--- src/rtl/bit_population_pkg.sv ---
// Package for the bit population frame statistics stage.
// Holds the width helper functions and the accumulator FSM state type.
package bit_population_pkg;

    typedef enum logic {
        IDLE  = 1'b0,
        ACCUM = 1'b1
    } acc_state_t;

    // Width of a popcount of a w-bit word (values 0..w).
    function automatic int unsigned cnt_width(input int unsigned w);
        return $clog2(w) + 1;
    endfunction

    // Width of a sum of n popcounts of w-bit words; large enough that it never wraps.
    function automatic int unsigned sum_width(input int unsigned w, input int unsigned n);
        return $clog2(w * n + 1);
    endfunction

endpackage

--- src/rtl/bit_population_res_fifo.sv ---
// Two-entry result FIFO with valid/ready read side and no write backpressure.
// Ports:
//   clk_i, arst_n_i   clock, asynchronous active-low reset
//   push_i, push_data_i  write request and data (never stalled)
//   pop_i             read request; ignored while empty
//   val_o             FIFO not empty
//   data_o            head entry; holds the last head value while empty
//   drop_o            push rejected because full with no same-cycle pop
module bit_population_res_fifo #(
    parameter int unsigned DATA_W = 8
)(
    input  logic              clk_i,
    input  logic              arst_n_i,
    input  logic              push_i,
    input  logic [DATA_W-1:0] push_data_i,
    input  logic              pop_i,
    output logic              val_o,
    output logic [DATA_W-1:0] data_o,
    output logic              drop_o
);

    logic [DATA_W-1:0] mem_q [0:1];
    logic [DATA_W-1:0] last_q;
    logic              wr_ptr_q;
    logic              rd_ptr_q;
    logic [1:0]        count_q;
    logic              empty;
    logic              full;
    logic              do_pop;
    logic              do_push;

    assign empty   = (count_q == 2'd0);
    assign full    = (count_q == 2'd2);
    assign do_pop  = pop_i & ~empty;
    // A pop frees the head slot on the same edge, so a full FIFO can still take a push.
    assign do_push = push_i & (~full | do_pop);
    assign drop_o  = push_i & full & ~do_pop;

    assign val_o  = ~empty;
    assign data_o = empty ? last_q : mem_q[rd_ptr_q];

    always_ff @(posedge clk_i or negedge arst_n_i) begin
        if (!arst_n_i) begin
            for (int unsigned i = 0; i < 2; i++) begin
                mem_q[i] <= '0;
            end
            last_q   <= '0;
            wr_ptr_q <= 1'b0;
            rd_ptr_q <= 1'b0;
            count_q  <= 2'd0;
        end else begin
            if (do_push) begin
                mem_q[wr_ptr_q] <= push_data_i;
                wr_ptr_q        <= ~wr_ptr_q;
            end
            if (do_pop) begin
                rd_ptr_q <= ~rd_ptr_q;
            end
            // Track the current head so the outputs hold it once the FIFO drains.
            if (!empty) begin
                last_q <= mem_q[rd_ptr_q];
            end
            case ({do_push, do_pop})
                2'b10:   count_q <= count_q + 2'd1;
                2'b01:   count_q <= count_q - 2'd1;
                default: count_q <= count_q;
            endcase
        end
    end

endmodule

--- src/rtl/bit_population_frame_stats.sv ---
// Frame statistics stage for the bit population counter.
// Groups the per-word popcount stream into frames of FRAME_LEN words (or shorter
// frames closed by flush_i) and reports sum, max, min and word count per frame
// through a 2-entry valid/ready buffer.
// Ports:
//   clk_i, arst_n_i  clock, asynchronous active-low reset
//   data_i           popcount of one word (0..WIDTH), data_val_i qualifies it
//   flush_i          close the current partial frame
//   frame_ready_i    consumer ready; pop on frame_val_o & frame_ready_i
//   clr_ovf_i        clear overflow_o
//   frame_val_o      buffer head valid
//   sum_o/max_o/min_o/words_o  head frame result (held while empty)
//   overflow_o       sticky: a frame result was dropped on a full buffer
module bit_population_frame_stats
    import bit_population_pkg::*;
#(
    parameter  int unsigned WIDTH     = 20,
    parameter  int unsigned FRAME_LEN = 16,
    localparam int unsigned CNT_W     = cnt_width(WIDTH),
    localparam int unsigned SUM_W     = sum_width(WIDTH, FRAME_LEN),
    localparam int unsigned WRD_W     = $clog2(FRAME_LEN + 1)
)(
    input  logic             clk_i,
    input  logic             arst_n_i,
    input  logic [CNT_W-1:0] data_i,
    input  logic             data_val_i,
    input  logic             flush_i,
    input  logic             frame_ready_i,
    input  logic             clr_ovf_i,
    output logic             frame_val_o,
    output logic [SUM_W-1:0] sum_o,
    output logic [CNT_W-1:0] max_o,
    output logic [CNT_W-1:0] min_o,
    output logic [WRD_W-1:0] words_o,
    output logic             overflow_o
);

    localparam int unsigned DATA_W = SUM_W + 2 * CNT_W + WRD_W;

    acc_state_t        state_q, state_d;
    logic [SUM_W-1:0]  sum_q, sum_d;
    logic [CNT_W-1:0]  max_q, max_d;
    logic [CNT_W-1:0]  min_q, min_d;
    logic [WRD_W-1:0]  cnt_q, cnt_d;
    logic              close;
    logic [DATA_W-1:0] res_push;
    logic [DATA_W-1:0] res_head;
    logic              res_drop;

    // *_d are the accumulator values including this cycle's word; a closing
    // frame reports them directly so the closing word is part of the result.
    always_comb begin
        state_d = state_q;
        sum_d   = sum_q;
        max_d   = max_q;
        min_d   = min_q;
        cnt_d   = cnt_q;
        close   = 1'b0;

        if (data_val_i) begin
            if (state_q == IDLE) begin
                sum_d = SUM_W'(data_i);
                max_d = data_i;
                min_d = data_i;
                cnt_d = WRD_W'(1);
            end else begin
                sum_d = sum_q + SUM_W'(data_i);
                if (data_i > max_q) max_d = data_i;
                if (data_i < min_q) min_d = data_i;
                cnt_d = cnt_q + WRD_W'(1);
            end
            state_d = ACCUM;
        end

        if ((data_val_i && (cnt_d == WRD_W'(FRAME_LEN))) || (flush_i && (cnt_d != '0))) begin
            close   = 1'b1;
            state_d = IDLE;
        end
    end

    always_ff @(posedge clk_i or negedge arst_n_i) begin
        if (!arst_n_i) begin
            state_q <= IDLE;
            sum_q   <= '0;
            max_q   <= '0;
            min_q   <= '0;
            cnt_q   <= '0;
        end else begin
            state_q <= state_d;
            sum_q   <= sum_d;
            max_q   <= max_d;
            min_q   <= min_d;
            // word count doubles as the "frame open" indicator, so zero it on close
            cnt_q   <= close ? '0 : cnt_d;
        end
    end

    assign res_push = {sum_d, max_d, min_d, cnt_d};

    bit_population_res_fifo #(
        .DATA_W (DATA_W)
    ) u_res_fifo (
        .clk_i       (clk_i),
        .arst_n_i    (arst_n_i),
        .push_i      (close),
        .push_data_i (res_push),
        .pop_i       (frame_ready_i),
        .val_o       (frame_val_o),
        .data_o      (res_head),
        .drop_o      (res_drop)
    );

    assign {sum_o, max_o, min_o, words_o} = res_head;

    // Set has priority over clear so a drop is never lost.
    always_ff @(posedge clk_i or negedge arst_n_i) begin
        if (!arst_n_i) begin
            overflow_o <= 1'b0;
        end else if (res_drop) begin
            overflow_o <= 1'b1;
        end else if (clr_ovf_i) begin
            overflow_o <= 1'b0;
        end
    end

endmodule

--- config.mk ---
export PLATFORM = sky130hd
export DESIGN_NAME = bit_population_frame_stats
export DESIGN_NICKNAME = d
export VERILOG_FILES = /design/src/rtl/bit_population_pkg.sv /design/src/rtl/bit_population_res_fifo.sv /design/src/rtl/bit_population_frame_stats.sv
export SDC_FILE = /design/constraint.sdc
export NUM_CORES = 1
export LEC_CHECK = 0
export BUFFER_PORTS_ARGS = -buffer_cell sky130_fd_sc_hd__buf_2
export CAP_MARGIN = 20
export CORE_ASPECT_RATIO = 2
export CORE_MARGIN = 2
export CORE_UTILIZATION = 45
export CTS_CLUSTER_SIZE = 20
export DETAILED_ROUTE_END_ITERATION = 12
export GPL_TIMING_DRIVEN = 0
export PLACE_DENSITY_LB_ADDON = 0.25
export SLEW_MARGIN = 20
export SYNTH_ARGS = -nofsm -noshare
export SYNTH_HDL_FRONTEND = slang
export SYNTH_HIERARCHICAL = 1
export SYNTH_SLANG_ARGS = --single-unit
--- constraint.sdc ---
create_clock -name clk_i -period 2.55 [get_ports clk_i]
set_input_delay 0.1275 -clock clk_i [delete_from_list [all_inputs] [get_ports clk_i]]
set_output_delay 0.1275 -clock clk_i [all_outputs]
set_load 0.01 [all_outputs]
# After elaboration in Yosys (flattened, before gate mapping)
# Cells that the tools add are included.
word_totals:
  regBits: 110
  in_bits: 12
  out_inout_bits: 28
  wordCells: 70
op_classes:
  addsub: 4
  magnitude_cmp: 5
  n_eq_ne: 4
  n_mux: 24
  bitwise: 12
  n_reduce_logical: 9
op_table:
  columns: ["operator", "n"]
  rows:
  - ["$mux 26", 5]
  - ["$bwmux 52", 1]
  - ["$mux 6", 6]
  - ["$demux 26 s1", 1]
  - ["$mux 9", 2]
  - ["$mux 5", 3]
  - ["$add 9x6->9", 1]
  - ["$gt 6x6->1", 1]
  - ["$lt 6x6->1", 1]
  - ["$reduce_bool 2->1", 3]
  - ["$add 5x1->5 const B", 1]
  - ["$eq 5x5->1 const B", 1]
  - ["$mux 1", 5]
  - ["$not 1->1", 5]
  - ["$reduce_bool 5->1", 1]
  - ["$and 1x1->1", 4]
  - ["$eq 2x2->1 const B", 2]
  - ["$ge 2x2->1 const B", 2]
  - ["$not 1->2", 2]
  - ["$pmux 2 s2", 1]
  - ["$logic_and 1x1->1", 3]
  - ["$add 2x1->2 const B", 1]
  - ["$eq 2x1->1 const B", 1]
  - ["$logic_not 2->1", 1]
  - ["4 further kinds", 4]

# Longest topological paths before layout
depth:
  depth_word: 10
  mapped_depth: 10
  mapped_depth_nobuf: 10

# Modules after synthesis
# The synthesis kept the hierarchy.
modules_own_cells:
  columns: ["mod", "n_inst", "cells_per_inst", "area_per_inst_um2", "seq_area_each_um2"]
  rows:
  - ["bit_population_res_fifo", 1, 240, 3345.7, 2052.0]
  - ["bit_population_frame_stats", 1, 227, 2157.1, 700.7]

# Worst setup path after synthesis
# Ideal clock, no wire load.
synth_path:
  path_type: "reg-to-reg"
  startpoint: "reg cnt_q[0]"
  endpoint: "reg u_res_fifo/mem_q[32] in the netlist's numbering"
  setup_ns: 0.125
  arrival_time_ns: 2.355
  required_time_ns: 2.425
  slack_ns: 0.070
  path_stages_with_launch: 9
  path_buffers: 1
  synth_period_minus_slack_ns: 2.480
  path_cell_list: "dfrtp_1 > ha_1 > nand4b_1 > o221ai_1 > nor4_1 > o22a_2 > nor3b_4 > buf_6 > mux2_2"
synth_between:
  elab_chain_len: 8
  elab_cells_between_ends: 10
  classes_between: "add/sub: 1; eq/ne: 1; mux: 3; bitwise: 1; reduce/logical: 4"
synth_rtl:
  columns: ["item", "line_no", "text"]
  rows:
  - ["start, declared", "bit_population_frame_stats.sv:44", "logic [WRD_W-1:0] cnt_q, cnt_d;"]
  - ["start signal, assigned", "bit_population_frame_stats.sv:94", "cnt_q <= close ? '0 : cnt_d;"]
  - ["$add 5x1->5 (*)", "bit_population_frame_stats.sv:70", "cnt_d = cnt_q + WRD_W'(1);"]
  - ["$mux 5 (*)", "bit_population_frame_stats.sv:61", "if (state_q == IDLE) begin"]
  - ["$mux 5 (*)", "bit_population_frame_stats.sv:60", "if (data_val_i) begin"]
  - ["via cnt_d[2]", "bit_population_frame_stats.sv:44", null]
  - ["$eq 5x5->1 / $reduce_bool 5->1 (equally long branches)", "bit_population_frame_stats.sv:75", "if ((data_val_i && (cnt_d == WRD_W'(FRAME_LEN))) || (flush_i && (cnt_d != '0))) begin"]
  - ["$logic_and 1x1->1", "bit_population_frame_stats.sv:75", null]
  - ["$logic_or 1x1->1 (*)", "bit_population_frame_stats.sv:75", null]
  - ["$mux 1 (*)", "bit_population_frame_stats.sv:75", null]
  - ["via close", "bit_population_frame_stats.sv:45", "logic close;"]
  - ["$and 1x1->1 (*)", "bit_population_res_fifo.sv:36", "assign do_push = push_i & (~full | do_pop);"]
  - ["end signal, assigned by index", "bit_population_res_fifo.sv:53", "mem_q[wr_ptr_q] <= push_data_i;"]
  - ["end, declared", "bit_population_res_fifo.sv:22", "logic [DATA_W-1:0] mem_q [0:1];"]
# The timed path passes the listed nets; every way through them passes the cells marked *.
# A chain may end at the register's enable or synchronous reset.

# Worst setup path after layout
layout_path:
  startpoint: "reg cnt_q[1]"
  endpoint: "reg u_res_fifo/mem_q[31] in the netlist's numbering"
layout_between:
  elab_chain_len: 8
  elab_cells_between_ends: 10
  classes_between: "add/sub: 1; eq/ne: 1; mux: 3; bitwise: 1; reduce/logical: 4"
layout_rtl:
  columns: ["item", "line_no"]
  rows:
  - ["$add 5x1->5", "bit_population_frame_stats.sv:70"]
  - ["$mux 5", "bit_population_frame_stats.sv:61"]
  - ["$mux 5 (*)", "bit_population_frame_stats.sv:60"]
  - ["$eq 5x5->1 / $reduce_bool 5->1 (equally long branches)", "bit_population_frame_stats.sv:75"]
  - ["$logic_and 1x1->1", "bit_population_frame_stats.sv:75"]
  - ["$logic_or 1x1->1 (*)", "bit_population_frame_stats.sv:75"]
  - ["$mux 1 (*)", "bit_population_frame_stats.sv:75"]
  - ["via close", "bit_population_frame_stats.sv:45"]
  - ["$and 1x1->1 (*)", "bit_population_res_fifo.sv:36"]
# Marks and branches as above.

==> out/metrics.csv <==
metric;value;unit
synth_edf_count;0;
crit_end;u_res_fifo/mem_q[31];
start_kind;flip-flop;
max_freq;389.4;MHz
syn_area;0.005503;mm2
hpwl;8.884;mm
worstPathArrival;2.80;ns
hold_viol_final;0;
crit_path_end_kind;flip-flop;
core-area;0.01205;mm2
grt_pass1_wl;20.07;mm
slew_violations;0;
critPathMaxFanout;10;
finalPower;7.601;mW
yosysTopAreaCellShare;50.02;%
start_util;45.66;%
holdWs;0.03886;ns
synth_area_leaders;dfrtp_1, mux2_2, mux2i_1;
dieArea;0.01318;mm2
globalplace.congestion;0.8690;
rsz0062_at_grt;true;
netlist_instances;467;
clk_pin_slew;0.07;ns
fin_crit;2.568;ns
post-place-cells;654;
drive_gt1_share;29.78;%
async_flop_share;100.0;%
grt_usage;19.88;%
rows;57;
ant_nets;0;
rr_worst_depth;9;
finalSetupViolCount;1;
wl_per_cell;17.72;um
grt_use_met1;22.52;%
ys_seq_area_share;50.02;%
cp.required;2.78;ns
r2r-end;u_res_fifo/mem_q[31];
first_pass_iters;4;
pin_count;40;
die_w;82.20;um
irDropWorstVdd;0.0005599;V
cts_made_buffers;9;
p_per_area;1185;mW/mm2
vias_per_cell;5.624;
syn_area_per_cell;11.78;um2
dp_slack;-0.4527;ns
placedInstanceArea;0.005916;mm2
hold_class;in -> reg;
antenna_found_initial;0;
vias;3830;
final_common_cell;dfrtp_1;
ys_ff_latch;110;
fill_cells;1053;
clock_sinks;110;
worst_hold_path.num_cells;3;
cts_tree;yes;
nets;561;
grt.busiest_layer;met2;
violations;setup timing;
cap_violations;0;
clockBufferDepth;2;
p_leak;2.941;nW
stdcell_area;0.006416;mm2
drtIter0Drc;186;
syn-num-nets;499;
grt_max_degree;59;
worstHoldStart;clr_ovf_i;
portBuffers;39;
final_cell_mix;dfrtp_1, mux2_2, buf_2;
period_share;100.7;%
cts_htree_levels;3;
diodes;0;
relSlewSlack;62.22;%
yosysTopAreaCell;dfrtp_1;
tns;-0.01815;ns
instances_no_fill;681;
grt_pass1_vias;4085;
ys.warnings.count;6;
areaGrowthSynthToFinish;16.60;%
drc;0;
wirelength;12.07;mm
root_buffer;clkbuf_16;
post-route-util;53.23;%
overflow;0;
crit_start;cnt_q[1];
grtUsageMet2;35.12;%
layout_setup_ws;-0.01815;ns
outcome;finished with violations;
synthFlopType;dfrtp_1;
grt_util_met3;3.146;%
r2r_slack;-0.02;ns
insertion_delay;0.35;ns
skew;0.009744;ns
r2r-start;cnt_q[1];
crit_type;reg -> reg;
tightest_slew;0.5668;ns
die_h;160.4;um
netlist-cell-type-count;60;
-- sequential cells by signal, indices dropped and copies added (netlist names), 2 cells and up --
name                cells
cnt_q                   5
max_q                   6
min_q                   6
sum_q                   9
u_res_fifo/count_q      2
u_res_fifo/last_q      26
u_res_fifo/mem_q       52
-- cells in the mapped netlist, types with 3 or more instances --
cell type    n
and3_1       6
a21oi_1     35
nor3_1       3
xnor2_1      4
o21ai_0      4
ha_1        19
buf_2        9
a311oi_1     6
or2_2        3
o211ai_1    14
dfrtp_1    110
mux2i_1     31
mux2_2      57
nand3_1     12
nor2_1      39
nand2b_1     3
buf_6        8
clkbuf_1     5
nor2b_1      3
a211o_1      4
inv_1       18
nor3b_1      5
nand2_1     11
a21o_1       7
and2_1       9
-- per-layer routing --
layer,wire length (um),up-vias
met1,4599,1912
li1,-,1817
met5,0,-
met3,319,30
met4,447,0
met2,6701,71
-- area by class of cell --
class	instances	area, um2	share of cell area [%]
buffer	22	162.7	2.535
clock buffer	11	232.7	3.627
clock inverter	5	58.81	0.9165
inverter	19	71.32	1.112
multi-input combinational	316	2624	40.89
sequential	110	2753	42.90
tap	147	183.9	2.867
timing repair buffer	51	330.3	5.148
-- critical path: stages, from the launching register on --
cell	delay, ns
dfrtp_1	0.41
ha_4	0.25
nand4b_4	0.18
o31a_1	0.12
or4_4	0.49
o22a_4	0.25
nor3b_4	0.15
buf_6	0.15
buf_12	0.14
mux2_1	0.30
-- how the worst min path moves through the flow --
stage | endpoint
detailed placement | u_res_fifo/last_q[5]
CTS | overflow_o
finish | overflow_o
global route | overflow_o
global placement | overflow_o
floorplan | cnt_q[0]
-- timing repair --
action	CTS	global route
resized for setup	9	9
gates cloned	0	0
endpoints found under the hold margin	52	0
setup buffers	5	6
pin swaps	1	3
hold buffers	1	0
setup endpoints to repair	53	47
-- logic make-up after synthesis --
group	Yosys count	synth area share, %
AO/OA/AOI/OAI	93	12.05
XOR/XNOR	6	0.9550
adder cells (fa/ha/maj)	20	4.684
buffers and inverters	41	4.093
flip-flops	110	50.02
multiplexers	89	17.51
AND/OR/NAND/NOR	108	10.69
-- where the power goes --
part           internal, mW  switching, mW
registers              2.50          0.360
clock network         0.765          0.625
logic                  1.53           1.82
Power figures use the tool's default switching activity.
